==> src/rtl/pe_sched.sv <==
// pe_sched: fetches beat-count instructions and streams SRAM addresses plus PE valid/ctl, then buffers PE results.
// Optional performance counters are built only when PE_SCHED_PERF_EN is defined.
module pe_sched #(
    parameter int INST_AW = 4,
    parameter int DATA_AW = 16,
    parameter int RES_AW  = 4
) (
    input  logic               clk,
    input  logic               rst_n,
    input  logic               start,
    input  logic [INST_AW:0]   inst_num,
    input  logic               hold,
    output logic               busy,
    output logic               done,
    output logic               err,
    output logic               inst_rd_en,
    output logic [INST_AW-1:0] inst_addr,
    input  logic [7:0]         inst_data,
    output logic               data_rd_en,
    output logic [DATA_AW-1:0] data_addr,
    output logic               pe_vld_i,
    output logic [1:0]         pe_ctl,
    input  logic               pe_vld_o,
    input  logic [31:0]        pe_result,
    output logic               res_wr_en,
    output logic [RES_AW-1:0]  res_addr,
    output logic [31:0]        res_data,
    output logic [31:0]        perf_cycles,
    output logic [31:0]        perf_beats
);
    typedef enum logic [2:0] {S_IDLE, S_FETCH, S_DECODE, S_ISSUE, S_DRAIN, S_DONE} state_t;
    state_t state_reg, state_next;

    logic [INST_AW:0]   inst_num_reg;
    logic [INST_AW-1:0] inst_addr_reg;
    logic [DATA_AW-1:0] data_addr_reg;
    logic [RES_AW-1:0]  res_addr_reg;
    logic [INST_AW:0]   issued_cnt_reg;
    logic [INST_AW:0]   res_cnt_reg;
    logic [7:0]         len_reg;
    logic [7:0]         beat_reg;
    logic               err_reg;
    logic               pe_vld_i_reg;
    logic [1:0]         pe_ctl_reg;
    logic               res_wr_en_reg;
    logic [31:0]        res_data_reg;

    logic accept, run_start, issue_beat, last_beat, inst_end, skip_inst, last_inst, capture;

    assign last_inst = ({1'b0, inst_addr_reg} == inst_num_reg - (INST_AW+1)'(1));
    assign last_beat = (beat_reg == len_reg - 8'd1);
    assign capture   = pe_vld_o && (state_reg != S_IDLE);
    assign run_start = accept && (inst_num != '0);

    always_comb begin
        state_next = state_reg;
        accept     = 1'b0;
        issue_beat = 1'b0;
        inst_end   = 1'b0;
        skip_inst  = 1'b0;
        case (state_reg)
            S_IDLE: begin
                if (start) begin
                    accept     = 1'b1;
                    state_next = (inst_num == '0) ? S_DONE : S_FETCH;
                end
            end
            S_FETCH: state_next = S_DECODE;
            S_DECODE: begin
                if (inst_data == 8'd0) begin
                    skip_inst  = 1'b1;
                    state_next = last_inst ? S_DRAIN : S_FETCH;
                end else begin
                    state_next = S_ISSUE;
                end
            end
            S_ISSUE: begin
                if (!hold) begin
                    issue_beat = 1'b1;
                    if (last_beat) begin
                        inst_end   = 1'b1;
                        state_next = last_inst ? S_DRAIN : S_FETCH;
                    end
                end
            end
            // Result counter is registered, so completion lands the cycle after the final write.
            S_DRAIN: if (res_cnt_reg == issued_cnt_reg) state_next = S_DONE;
            S_DONE:  state_next = S_IDLE;
            default: state_next = S_IDLE;
        endcase
    end

    always_ff @(posedge clk or negedge rst_n) begin
        if (!rst_n) state_reg <= S_IDLE;
        else        state_reg <= state_next;
    end

    always_ff @(posedge clk or negedge rst_n) begin
        if (!rst_n) begin
            inst_num_reg   <= '0;
            inst_addr_reg  <= '0;
            data_addr_reg  <= '0;
            res_addr_reg   <= '0;
            issued_cnt_reg <= '0;
            res_cnt_reg    <= '0;
            len_reg        <= '0;
            beat_reg       <= '0;
            err_reg        <= 1'b0;
            pe_vld_i_reg   <= 1'b0;
            pe_ctl_reg     <= 2'b00;
            res_wr_en_reg  <= 1'b0;
            res_data_reg   <= '0;
        end else begin
            // Beat strobes are delayed one cycle to line up with SRAM read data.
            pe_vld_i_reg  <= issue_beat;
            pe_ctl_reg    <= issue_beat ? {last_beat, beat_reg == 8'd0} : 2'b00;
            res_wr_en_reg <= capture;
            if (capture) res_data_reg <= pe_result;

            if (accept) begin
                inst_num_reg <= inst_num;
                err_reg      <= 1'b0;
            end else if (skip_inst) begin
                err_reg <= 1'b1;
            end

            if (run_start) begin
                inst_addr_reg  <= '0;
                data_addr_reg  <= '0;
                issued_cnt_reg <= '0;
            end else begin
                if (skip_inst || inst_end) inst_addr_reg <= inst_addr_reg + INST_AW'(1);
                if (issue_beat)            data_addr_reg <= data_addr_reg + DATA_AW'(1);
                if (inst_end)              issued_cnt_reg <= issued_cnt_reg + (INST_AW+1)'(1);
            end

            if (state_reg == S_DECODE) begin
                len_reg  <= inst_data;
                beat_reg <= 8'd0;
            end else if (issue_beat) begin
                beat_reg <= beat_reg + 8'd1;
            end

            if (run_start) begin
                res_addr_reg <= '0;
                res_cnt_reg  <= '0;
            end else begin
                if (res_wr_en_reg) res_addr_reg <= res_addr_reg + RES_AW'(1);
                if (capture)       res_cnt_reg  <= res_cnt_reg + (INST_AW+1)'(1);
            end
        end
    end

`ifdef PE_SCHED_PERF_EN
    logic [31:0] perf_cycles_reg;
    logic [31:0] perf_beats_reg;

    always_ff @(posedge clk or negedge rst_n) begin
        if (!rst_n) begin
            perf_cycles_reg <= '0;
            perf_beats_reg  <= '0;
        end else if (accept) begin
            perf_cycles_reg <= '0;
            perf_beats_reg  <= '0;
        end else begin
            if (state_reg != S_IDLE) perf_cycles_reg <= perf_cycles_reg + 32'd1;
            if (issue_beat)          perf_beats_reg  <= perf_beats_reg + 32'd1;
        end
    end

    assign perf_cycles = perf_cycles_reg;
    assign perf_beats  = perf_beats_reg;
`else
    assign perf_cycles = 32'd0;
    assign perf_beats  = 32'd0;
`endif

    assign busy       = (state_reg != S_IDLE);
    assign done       = (state_reg == S_DONE);
    assign err        = err_reg;
    assign inst_rd_en = (state_reg == S_FETCH);
    assign inst_addr  = inst_addr_reg;
    assign data_rd_en = issue_beat;
    assign data_addr  = data_addr_reg;
    assign pe_vld_i   = pe_vld_i_reg;
    assign pe_ctl     = pe_ctl_reg;
    assign res_wr_en  = res_wr_en_reg;
    assign res_addr   = res_addr_reg;
    assign res_data   = res_data_reg;
endmodule

==> config.mk <==
export PLATFORM = sky130hd
export DESIGN_NAME = pe_sched
export DESIGN_NICKNAME = d
export VERILOG_FILES = /design/src/rtl/pe_sched.sv
export SDC_FILE = /design/constraint.sdc
export NUM_CORES = 1
export LEC_CHECK = 0
export ABC_CLOCK_PERIOD_IN_PS = 2900
export BUFFER_PORTS_ARGS = -buffer_cell sky130_fd_sc_hd__buf_2
export CAP_MARGIN = 25
export CELL_PAD_IN_SITES_DETAIL_PLACEMENT = 2
export CELL_PAD_IN_SITES_GLOBAL_PLACEMENT = 2
export CORE_MARGIN = 10
export CORE_UTILIZATION = 31
export CTS_BUF_LIST = sky130_fd_sc_hd__clkbuf_8
export DETAILED_ROUTE_END_ITERATION = 10
export GPL_TIMING_DRIVEN = 0
export PLACE_DENSITY_LB_ADDON = 0.25
export SYNTH_ARGS = -nofsm -noshare
export SYNTH_HDL_FRONTEND = slang
export SYNTH_SLANG_ARGS = --single-unit
==> constraint.sdc <==
create_clock -name clk -period 2.9 [get_ports clk]
set_clock_uncertainty 0.2 [all_clocks]
set_input_delay 0.58 -clock clk [delete_from_list [all_inputs] [get_ports clk]]
set_output_delay 0.58 -clock clk [all_outputs]
set_load 0.005 [all_outputs]
# After elaboration in Yosys (flattened, before gate mapping)
# Index checks and enable logic that the tools add are counted.
[op_classes] add_sub_neg=8 n_mul=0 div=0 order_cmp=0 eq_ne=12 shift=0 muxes=32 n_bitwise=0 n_reduce_logical=17
[op_table] op="$mux 16" n=2
[op_table] op="$mux 3" n=7
[op_table] op="$mux 5" n=4
[op_table] op="$add 16x1->16 const B" n=1
[op_table] op="$logic_not 8->1" n=2
[op_table] op="$mux 4" n=4
[op_table] op="$mux 8" n=2
[op_table] op="$pmux 3 s5" n=1
[op_table] op="$reduce_bool 2->1" n=7
[op_table] op="$mux 1" n=11
[op_table] op="$add 5x1->5 const B" n=2
[op_table] op="$add 4x1->4 const B" n=2
[op_table] op="$add 8x1->8 const B" n=1
[op_table] op="$eq 8x8->1" n=1
[op_table] op="$ne 2x2->1 const B" n=4
[op_table] op="$sub 8x1->8 const B" n=1
[op_table] op="$eq 3x2->1 const B" n=2
[op_table] op="$eq 3x3->1 const B" n=2
[op_table] op="$eq 4x5->1" n=1
[op_table] op="$eq 5x5->1" n=1
[op_table] op="$logic_not 5->1" n=1
[op_table] op="$reduce_bool 5->1" n=1
[op_table] op="$sub 5x1->5 const B" n=1
[op_table] op="$reduce_and 4->1" n=1
[op_table] op="6 further kinds" n=7
[word_totals] register_bits=95 latchBits=0 ram_bits=0 mem_bits_ro=0 in_bits=50 out_inout_bits=129 elab_cells=83 mem_count=0

# Depth between registers and ports, before layout
# Gate-level depths: netlist of the first run.
[logic_depth] ltp_word=8 ltp_mapped=8 mapped_depth_nobuf=7

# Least setup slack after synthesis of the first run
# OpenSTA, ideal clock, no wires.
[synth_path] kind="reg-to-reg" from="register len_reg[0]" to="register state_reg[0]" setup_ns=0.126 arrival_ns=2.289 required_time_ns=2.574 path_slack_ns=0.285 stages_incl_launch_ff=9 period_less_slack_ns=2.615 path_cell_list="dfrtp_1 -> inv_1 -> ha_1 -> xnor3_1 -> nand3_1 -> or4b_4 -> buf_6 -> o31a_1 -> a311o_1"
[synth_via] elab_chain_len=4
[synth_lines] item="start: declaration" line="40" rtl="logic [7:0] len_reg;"
[synth_lines] item="start signal: assignment" line="138" rtl="len_reg <= inst_data;"
[synth_lines] item="$sub 8x1->8" line="51" rtl="assign last_beat = (beat_reg == len_reg - 8'd1);"
[synth_lines] item="$eq 8x8->1" line="51"
[synth_lines] item="$ne 2x2->1 (no source line)"
[synth_lines] item="$reduce_and 4->1 (no source line)"
[synth_lines] item="end signal: assignment" line="95" rtl="else state_reg <= state_next;"
[synth_lines] item="end: declaration" line="32" rtl="state_t state_reg, state_next;"
# Every way passes these cells.
# A chain may end at the register's enable or synchronous reset.

# Worst setup path in the final report of the first run
[layout_path] from="register len_reg[1]" to="register issued_cnt_reg[1]"
[layout_via] elab_chain_len=6
[layout_lines] item="$sub 8x1->8" line="51"
[layout_lines] item="$eq 8x8->1" line="51"
[layout_lines] item="$mux 1" line="80" rtl="if (last_beat) begin"
[layout_lines] item="$mux 1" line="78" rtl="if (!hold) begin"
[layout_lines] item="$mux 1" line="61" rtl="case (state_reg)"
[layout_lines] item="$reduce_bool 2->1 (no source line)"
[layout_lines] item="end signal: assignment" line="134" rtl="if (inst_end) issued_cnt_reg <= issued_cnt_reg + (INST_AW+1)'(1);"
[layout_lines] item="end: declaration" line="38" rtl="logic [INST_AW:0] issued_cnt_reg;"
# Every way passes these cells.

==> impl_metrics.py, run 1 <==
metrics = {
    "pwr": {
        "power.share.clock_pct": 18.5,
        "total_leakage_power_nw": 3.22,
        "power.net_switching_w": 0.00178,
        "p_int_w": 0.00294,
        "share_seq_of_total_power_pct": 43.1,
        "irDropWorstVdd_v": 0.000252,
        "p_per_area_nw_per_um2": 740,
        "power_frac_comb_pct": 38.4,
        "switching_share_pct": 37.8,
    },
    "synth": {
        "post_synth.cell_area_avg_um2": 10.7,
        "synth_warnings": 0,
        "synth_top_cells_by_area": "sky130_fd_sc_hd__dfrtp_1, sky130_fd_sc_hd__buf_4, sky130_fd_sc_hd__mux2_2, sky130_fd_sc_hd__xor2_1, sky130_fd_sc_hd__nor2_1",
        "yosysTopAreaCellShare_pct": 47.2,
        "postSynth.asyncResetShare_pct": 100,
        "synth_enable_flop_cells": 0,
        "synth.yosys.seq_area_share_pct": 47.2,
        "yosys.area.top_type": "sky130_fd_sc_hd__dfrtp_1",
        "postSynthRegisterBits": 95,
        "number_of_distinct_library_cells_after_synthesis": 47,
        "synth_flop_cell": "sky130_fd_sc_hd__dfrtp_1",
        "postSynthCellCount": 473,
        "synth_area_um2": 5040,
    },
    "placement": {
        "buffer_ports.inserted": 114,
        "post_place_cell_area_um2": 6150,
        "hpwl_um": 12200,
        "globalplace.congestion": 0.789,
        "placed_cells": 867,
    },
    "global_route": {
        "wire_length_of_the_first_global_routing_pass_um": 25400,
        "grt_start_max_net_pins": 56,
        "antenna_found_initial": 0,
        "grt_pass1_vias": 4669,
        "overflow_after_grt": 0,
        "gr-usage-all-layers_pct": 14.3,
    },
    "sta": {
        "layout_worst_path_cycle_share_pct": 94.2,
        "slew_violations": 0,
        "timing_limited_maximum_frequency_mhz": 366,
        "timing.final.crit_period_ns": 2.73,
        "max_slew_margin_pct": 48.1,
        "final-setup-viol-count": 0,
        "hold-worst-slack_ns": -0.00972,
        "rsz_0062_raised_after_global_routing": "false",
        "timing.final.hold_violations": 6,
        "worst_slew_pin_slew_ns": 0.772,
    },
    "final_layout": {
        "final_design_area_no_fill_um2": 6380,
        "areaGrowthSynthToFinish_pct": 26.5,
        "layout_common_cells": "sky130_fd_sc_hd__buf_2, sky130_fd_sc_hd__dfrtp_1, sky130_fd_sc_hd__buf_4",
        "final_net_count": 723,
        "antenna_diodes": 0,
        "drive_gt1_share_pct": 37.4,
        "layout_commonest_cell": "sky130_fd_sc_hd__buf_2",
        "flip_flop_count_of_the_largest_register_after_layout": 32,
        "n_fill_cell": 1792,
        "instances_no_fill": 885,
    },
    "cts": {
        "path_clk_slew_ns": 0.10,
        "post_cts_hold_buffer_count": 0,
        "numCtsBuffers": 9,
        "cts_root_buf": "sky130_fd_sc_hd__clkbuf_8",
        "h-tree-depth": 3,
        "tritoncts": "done",
        "cts_num_sinks": 95,
        "max-clock-path-buffers": 2,
        "clk-insertion-delay-late_ns": 0.37,
    },
    "drt": {
        "ant_nets": 0,
        "pre_repair_dr_iteration_count": 4,
        "detail_route.wirelength_um": 15100,
        "wl_per_cell_um": 17.1,
        "drc_errors_left": 0,
        "via_count": 4018,
        "via_per_inst": 4.54,
        "drtIter0Drc": 174,
    },
    "floorplanning": {
        "die_h_um": 148,
        "chipWidth_um": 148,
        "die-area_um2": 21800,
        "floorplan.io_pins": 179,
        "initial_cell_density_of_the_core_pct": 31.7,
        "core-area_um2": 15900,
        "num_rows": 46,
    },
    "job": {
        "max_cap_viol_count": 0,
    },
    "worst_setup_path": {
        "worst_path_dominant_cell_family": "simple AND/OR/NAND/NOR gates",
        "slowest_delay_ns": 0.54,
        "critical_path_class": "flop to flop",
        "timing.critical_path.cells": "inv_1 > ha_1 > xnor3_1 > nand3_1 > or4b_4 > buf_6 > or4_1 > a21oi_1",
        "worst_ep_arrival_time_ns": 2.84,
        "critical_path_peak_fanout": 10,
        "crit_required_ns": 3.00,
        "worst_setup_path_start_kind": "flop",
        "critPathCaptureType": "flop",
        "path_buf_inv": 2,
        "critical_path.slowest_cell": "sky130_fd_sc_hd__or4b_4",
    },
    "outcome": {
        "status": "complete, but fails checks",
        "failed_checks": "negative hold slack",
    },
    "min_path": {
        "worstHoldPathType": "primary input to asynchronous set/reset pin",
    },
}
-- path summary, 6_finish.rpt --
path	from	end	slack (ns)	cells past startpoint
worst min register to register	res_data[2]	res_data[2]	0.31	1
worst max-delay path	len_reg[1]	issued_cnt_reg[1]	0.17	8
worst max register to register	len_reg[1]	issued_cnt_reg[1]	0.17	8
max in group asynchronous	rst_n	res_data[18]	1.83	2
min in group clk	pe_result[6]	res_data[6]	0.24	2
worst min-delay path	rst_n	len_reg[3]	-0.01	1
-- routing by layer --
metal	track usage, %	part of all wire (%)
met2	25.0	52
met4	4.31	1.4
met3	5.40	8.1
met1	15.8	39
met5	0	0
-- repair_timing --
item | CTS | global route
buffers inserted | 0 | 2
setup endpoints to repair | 3 | 30
resized for setup | 5 | 4
pin swaps | 0 | 1
-- cell families (layout without fill, tap and decap cells) --
kind of cell | count (synthesis) | count (layout) | share of synthesized area [%]
flops | 95 | 95 | 47.2
mux | 50 | 50 | 11.0
simple gates | 136 | 136 | 13.9
fa+ha+maj | 9 | 9 | 2.23
buf+inv | 97 | 230 | 12.3
other cells | 1 | 64 | 0.0744
compound gates | 40 | 40 | 5.24
xor+xnor | 45 | 45 | 8.09
-- synth_stat cells, drive strengths merged, types with 5 or more instances --
master,count
nor4,9
nand2,24
mux2i,8
dfrtp,95
nor3b,5
nand3,5
nand4,10
buf,68
xnor2,15
nor3,12
xor2,29
nor2,40
inv,13
a21oi,10
o21ai,9
mux2,42
clkbuf,16
and3,13
ha,9
-- power groups by stage --
stage	sequential, W	combinational, W	clock, W
detailed placement	0.00208	0.00179	0
global placement	0.00204	0.00168	0
CTS	0.00205	0.00182	0.000914
finish	0.00204	0.00181	0.000872
global route	0.00211	0.00206	0.000972
floorplan	0.00198	0.00119	0
-- through the flow --
step	setup WS [ns]	hold WS (ns)	utilization, %	power [W]	setup TNS, ns
global route	0.00559	0.0337	40.1	0.00514	0
finish	0.168	-0.00972	40.1	0.00472	0
global placement	-0.0232	0.280	38.5	0.00372	-1.65
detailed placement	-0.000389	0.291	38.7	0.00387	-0.000389
floorplan	0.285	0.0844	-	0.00317	0
CTS	0.0496	0.00640	40.0	0.00478	0
-- layout make-up --
class / count / area [µm²] / area share, %
Multi-Input combinational cell: 344 / 2290 / 35.9
Timing Repair Buffer: 117 / 616 / 9.65
Inverter: 13 / 48.8 / 0.765
Tap cell: 216 / 270 / 4.24
Clock buffer: 13 / 179 / 2.81
Clock inverter: 3 / 16.3 / 0.255
Sequential cell: 95 / 2380 / 37.3
Buffer: 84 / 578 / 9.07
(Power assumes the default switching activity.)
==> inputs of run 2 (changes only) <==
--- a/config.mk
+++ b/config.mk
@@ -12,7 +12,7 @@
 export CELL_PAD_IN_SITES_GLOBAL_PLACEMENT = 2
 export CORE_MARGIN = 10
 export CORE_UTILIZATION = 31
-export CTS_BUF_LIST = sky130_fd_sc_hd__clkbuf_8
+export CTS_BUF_LIST = sky130_fd_sc_hd__clkbuf_4
 export DETAILED_ROUTE_END_ITERATION = 10
 export GPL_TIMING_DRIVEN = 0
 export PLACE_DENSITY_LB_ADDON = 0.25
==> run 2 against run 1 <==
Net effect: the run now ends clean; worst setup slack got worse by 0.018 ns; sequential share of layout area increased by 0.49 points; total power decreased by 5.2%; largest cell class unchanged.
==> impl_metrics.py, run 2 (same netlist as run 1, synthesis figures left out) <==
metrics = {
    "placement": {
        "globalplace.congestion": 0.789,
        "hpwl_um": 12200,
        "buffer_ports.inserted": 114,
        "placed_cells": 867,
    },
    "cts": {
        "cts_num_sinks": 95,
        "path_clk_slew_ns": 0.16,
        "tritoncts": "done",
        "h-tree-depth": 3,
        "max-clock-path-buffers": 2,
        "numCtsBuffers": 9,
        "cts_root_buf": "sky130_fd_sc_hd__clkbuf_4",
        "clk-insertion-delay-late_ns": 0.45,
    },
    "worst_setup_path": {
        "worst_setup_path_start_kind": "flop",
        "timing.rr.end": "state_reg[1]",
        "crit_required_ns": 3.06,
        "crit_path_end": "state_reg[1]",
        "critical_path_class": "flop to flop",
        "critPathCaptureType": "flop",
        "startpoint": "len_reg[1]",
        "critical_path_peak_fanout": 10,
        "worst_ep_arrival_time_ns": 2.91,
        "ff2ff_setup_slack_ns": 0.15,
        "number_of_cells_on_the_worst_reg_to_reg_path": 8,
        "timing.rr.start": "len_reg[1]",
    },
    "final_layout": {
        "final_net_count": 723,
        "flip_flop_count_of_the_largest_register_after_layout": 32,
        "layout_commonest_cell": "sky130_fd_sc_hd__buf_2",
        "layout_common_cells": "sky130_fd_sc_hd__buf_2, sky130_fd_sc_hd__dfrtp_1, sky130_fd_sc_hd__buf_4",
        "n_fill_cell": 1804,
        "fin_util_pct": 39.7,
        "instances_no_fill": 885,
        "areaGrowthSynthToFinish_pct": 25.0,
        "drive_gt1_share_pct": 37.4,
        "antenna_diodes": 0,
    },
    "drt": {
        "drtIter0Drc": 156,
        "via_per_inst": 4.52,
        "detail_route.wirelength_um": 15100,
        "pre_repair_dr_iteration_count": 4,
        "wl_per_cell_um": 17.1,
        "drc_errors_left": 0,
        "ant_nets": 0,
        "via_count": 3998,
    },
    "global_route": {
        "wire_length_of_the_first_global_routing_pass_um": 25500,
        "gr-usage-all-layers_pct": 14.4,
        "grt_start_max_net_pins": 56,
        "grt_pass1_vias": 4684,
        "antenna_found_initial": 0,
        "overflow_after_grt": 0,
    },
    "outcome": {
        "status": "completed",
    },
    "floorplanning": {
        "num_rows": 46,
        "die-area_um2": 21800,
        "floorplan.io_pins": 179,
        "die_h_um": 148,
        "core-area_um2": 15900,
        "initial_cell_density_of_the_core_pct": 31.7,
        "chipWidth_um": 148,
    },
    "sta": {
        "slew_violations": 0,
        "timing.final.crit_period_ns": 2.75,
        "final-setup-viol-count": 0,
        "max_slew_margin_pct": 48.1,
        "layout_worst_path_cycle_share_pct": 94.8,
        "timing_limited_maximum_frequency_mhz": 364,
        "worst_slew_pin_slew_ns": 0.771,
        "timing.final.hold_violations": 0,
        "rsz_0062_raised_after_global_routing": "false",
        "hold-worst-slack_ns": 0.158,
    },
    "pwr": {
        "irDropWorstVdd_v": 0.000298,
        "p_per_area_nw_per_um2": 710,
        "total_power_w": 0.00447,
        "total_leakage_power_nw": 3.18,
    },
    "job": {
        "max_cap_viol_count": 0,
    },
    "min_path": {
        "worstHoldPathType": "primary input to flop",
        "hold_path_startpoint": "inst_data[0]",
    },
}
-- run 2: cell count changes in the layout (fill, tap and decap cells not counted), moves of 2 or more --
cell	previous run	this run
sky130_fd_sc_hd__clkbuf_8	13	0
sky130_fd_sc_hd__clkbuf_4	0	11
sky130_fd_sc_hd__clkinv_1	0	4
sky130_fd_sc_hd__dfrtp_1	94	92
sky130_fd_sc_hd__dfrtp_2	1	3
-- run 2: how the worst min path moves through the flow --
stage                        endpoint  slack [ns]  depth (start not counted)
final                      len_reg[0]        0.16                          3
after global routing      res_data[6]        0.11                          2
after CTS                 res_data[6]        0.11                          2
after detailed placement  res_data[2]        0.29                          1
after global placement            err        0.28                          1
after floorplan           beat_reg[0]        0.08                          0
-- run 2: cell type report --
class / count / area, µm² / area share, %
well taps: 216 / 270 / 4.29
clock inverters: 6 / 27.5 / 0.437
inverters: 13 / 48.8 / 0.775
multi-input cells: 344 / 2300 / 36.4
clock buffers: 10 / 75.1 / 1.19
plain buffers: 83 / 576 / 9.14
repair buffers: 118 / 626 / 9.93
flip-flops and latches: 95 / 2380 / 37.8
-- run 2: per-layer routing --
metal	part of all wire, %	routed length, µm	global-route usage (%)	vias to the layer above
li1	-	-	-	1880
met1	39	5850	15.9	2000
met2	52	7890	25.1	105
met3	8.0	1220	5.59	13
met4	1.1	168	4.01	0
met5	0	0	0	-
-- run 2: stage by stage --
stage / area [µm²] / setup WS (ns) / setup TNS (ns)
2_1_floorplan: 5280 / 0.285 / 0
6_report: 6300 / 0.150 / 0
3_3_place_gp: 6120 / -0.0232 / -1.65
4_1_cts: 6270 / 0.00240 / 0
5_1_grt: 6300 / 0.0169 / 0
3_5_place_dp: 6150 / -0.000389 / -0.000389
-- run 2: where the power goes --
group	switching [W]	leakage, nW	internal (W)	total (W)
Sequential	0.000381	1.18	0.00167	0.00205
Clock	0.000445	0.0563	0.000174	0.000619
Combinational	0.000932	1.94	0.000873	0.00180
-- run 2: timing repair --
| item | CTS | global route |
|---|---|---|
| gates resized for setup | 4 | 9 |
| hold buffers | 1 | 0 |
| endpoints found under the setup margin | 4 | 31 |
| buffers inserted | 0 | 2 |
| endpoints found under the hold margin | 40 | 0 |
| cloned | 0 | 0 |
-- run 2: critical path, stage by stage, from the launching register on --
cell and delay, ns:
sky130_fd_sc_hd__dfrtp_1 0.41, sky130_fd_sc_hd__inv_1 0.07, sky130_fd_sc_hd__ha_2 0.19, sky130_fd_sc_hd__xnor3_1 0.37, sky130_fd_sc_hd__nand3_1 0.07, sky130_fd_sc_hd__or4b_4 0.54
sky130_fd_sc_hd__buf_6 0.16, sky130_fd_sc_hd__o31a_1 0.35, sky130_fd_sc_hd__a211o_1 0.29
==> inputs of run 3 (changes only) <==
==> constraint.sdc (replaced) <==
create_clock -name clk -period 2.9 [get_ports clk]
set_clock_uncertainty 0.2 [all_clocks]
set_input_delay 0.29 -clock clk [delete_from_list [all_inputs] [get_ports clk]]
set_output_delay 0.29 -clock clk [all_outputs]
set_load 0.005 [all_outputs]
==> run 3 against run 2 <==
Net effect: routed wire length grew 11%; first-iteration DRC count grew 12%; design area grew 7.3%; highest routed layer unchanged.
==> impl_metrics.py, run 3 (same netlist as run 1, synthesis figures left out) <==
metrics = {
    "outcome": {
        "status": "completed",
    },
    "min_path": {
        "hold_path_startpoint": "hold",
        "worstHoldPathType": "primary input to flop",
        "worstHoldEndpoint": "state_reg[2]",
        "hold-path-cell-count": 4,
    },
    "drt": {
        "via_per_inst": 4.48,
        "ant_nets": 0,
        "drc_errors_left": 0,
        "wl_met1_um": 6440,
        "met2_length_um": 8980,
        "met3_wirelength_um": 1190,
        "detail_route.wirelength_um": 16800,
        "via_count": 4171,
        "drtIter0Drc": 174,
        "wl_per_cell_um": 18.0,
        "pre_repair_dr_iteration_count": 4,
        "top_signal_layer_used": "met4",
    },
    "floorplanning": {
        "core-area_um2": 15900,
        "die-area_um2": 21800,
        "num_rows": 46,
        "initial_cell_density_of_the_core_pct": 31.7,
        "die_h_um": 148,
        "floorplan.io_pins": 179,
        "chipWidth_um": 148,
    },
    "cts": {
        "cts_num_sinks": 95,
        "cts_root_buf": "sky130_fd_sc_hd__clkbuf_4",
        "numCtsBuffers": 9,
        "h-tree-depth": 3,
        "max-clock-path-buffers": 2,
        "tritoncts": "done",
        "clk-insertion-delay-late_ns": 0.45,
        "path_clk_slew_ns": 0.16,
    },
    "worst_setup_path": {
        "startpoint": "len_reg[0]",
        "worst_ep_arrival_time_ns": 2.91,
        "timing.critical_path.cells": "inv_1 > ha_2 > xnor3_1 > nand3_1 > or4b_4 > buf_6 > o31a_1 > a211o_1",
        "path_buf_inv": 2,
        "ff2ff_setup_slack_ns": 0.15,
        "number_of_cells_on_the_worst_reg_to_reg_path": 8,
        "timing.rr.end": "state_reg[1]",
        "critPathCaptureType": "flop",
        "critical_path.slowest_cell": "sky130_fd_sc_hd__or4b_4",
        "critical_path_class": "flop to flop",
        "worst_path_dominant_cell_family": "compound AO/OA/AOI/OAI gates",
        "slowest_delay_ns": 0.54,
        "worst_setup_path_start_kind": "flop",
        "crit_required_ns": 3.06,
        "critical_path_peak_fanout": 10,
        "timing.rr.start": "len_reg[0]",
    },
    "placement": {
        "hpwl_um": 12200,
        "post_place_cell_area_um2": 6150,
        "globalplace.congestion": 0.789,
        "buffer_ports.inserted": 114,
    },
    "pwr": {
        "p_per_area_nw_per_um2": 674,
        "irDropWorstVdd_v": 0.000234,
        "total_leakage_power_nw": 3.37,
    },
    "final_layout": {
        "flip_flop_count_of_the_largest_register_after_layout": 32,
        "antenna_diodes": 0,
        "layout_common_cells": "sky130_fd_sc_hd__buf_2, sky130_fd_sc_hd__dfrtp_1, sky130_fd_sc_hd__buf_4",
        "drive_gt1_share_pct": 35.0,
        "areaGrowthSynthToFinish_pct": 34.1,
        "final_design_area_no_fill_um2": 6760,
        "final_net_count": 769,
        "layout_commonest_cell": "sky130_fd_sc_hd__buf_2",
    },
    "global_route": {
        "grt_start_max_net_pins": 56,
        "gr-usage-all-layers_pct": 15.7,
        "antenna_found_initial": 0,
        "overflow_after_grt": 0,
        "grt_pass1_vias": 4988,
        "wire_length_of_the_first_global_routing_pass_um": 27700,
    },
    "sta": {
        "timing.setup.tns_ns": 0,
        "rsz_0062_raised_after_global_routing": "false",
        "timing.final.crit_period_ns": 2.75,
        "max_slew_margin_pct": 47.8,
        "slew_violations": 0,
        "layout_worst_path_cycle_share_pct": 94.9,
        "timing.final.hold_violations": 0,
        "worst_slew_pin_slew_ns": 0.776,
        "timing_limited_maximum_frequency_mhz": 363,
        "final-setup-viol-count": 0,
    },
    "job": {
        "max_cap_viol_count": 0,
    },
}
## run 3: cell types whose count changed in the layout (fill, tap and decap cells not counted), sizes merged
cell	delta
dlygate4sd3	+46
clkbuf	+1
buf	-1
## run 3: cell type report
| type | count | area, µm² |
|---|---|---|
| fill | 1740 | 9130 |
| sequential | 95 | 2380 |
| multi-input combinational | 344 | 2300 |
| timing repair buffer | 164 | 1090 |
| buffer | 83 | 576 |
| tap | 216 | 270 |
| clock buffer | 10 | 75.1 |
| inverter | 13 | 48.8 |
| clock inverter | 6 | 27.5 |
## run 3: how the worst max path moves through the flow
| stage | to | slack (ns) | cells after the start |
|---|---|---|---|
| 2_1_floorplan | state_reg[0] | 0.28 | 8 |
| 3_3_place_gp | inst_addr[1] | 0.11 | 8 |
| 3_5_place_dp | inst_addr[1] | -0.0004 | 8 |
| 4_1_cts | res_addr[2] | 0.02 | 7 |
| 5_1_grt | inst_addr[3] | 0.02 | 7 |
| 6_report | state_reg[1] | 0.15 | 8 |
## run 3: stage by stage
stage / power (W) / worst slack [ns] / hold WS (ns) / std cells / utilization, %
3_3_place_gp: 0.00372 / 0.108 / 0.280 / 866 / 38.5
3_5_place_dp: 0.00387 / -0.000389 / 0.132 / 867 / 38.7
4_1_cts: 0.00459 / 0.0185 / 0.104 / 930 / 42.4
5_1_grt: 0.00498 / 0.0174 / 0.128 / 931 / 42.5
6_report: 0.00456 / 0.147 / 0.139 / 931 / 42.5
2_1_floorplan: 0.00317 / 0.285 / -0.206 / 536 / -
## run 3: tightest hold or removal path: stages
cell and delay (ns):
sky130_fd_sc_hd__buf_2 0.10, sky130_fd_sc_hd__o21bai_1 0.10, sky130_fd_sc_hd__o31a_1 0.21, sky130_fd_sc_hd__a211oi_1 0.07
## run 3: repair_timing
item | in CTS | in global routing
endpoints found under the hold margin | 87 | 0
buffers inserted | 0 | 2
endpoints found under the setup margin | 4 | 49
hold buffers | 47 | 0
gates resized for setup | 3 | 10
cloned | 0 | 0
## run 3: layer usage
| metal | up-vias | GRT usage [%] |
|---|---|---|
| li1 | 1964 | - |
| met1 | 2086 | 17.1 |
| met2 | 108 | 28.5 |
| met3 | 13 | 5.34 |
| met4 | 0 | 4.11 |
| met5 | - | 0 |
## run 3: power by group
part           internal, W  total, W  switching (W)
registers          0.00167   0.00205       0.000388
logic             0.000911   0.00187       0.000962
clock network     0.000174  0.000628       0.000454
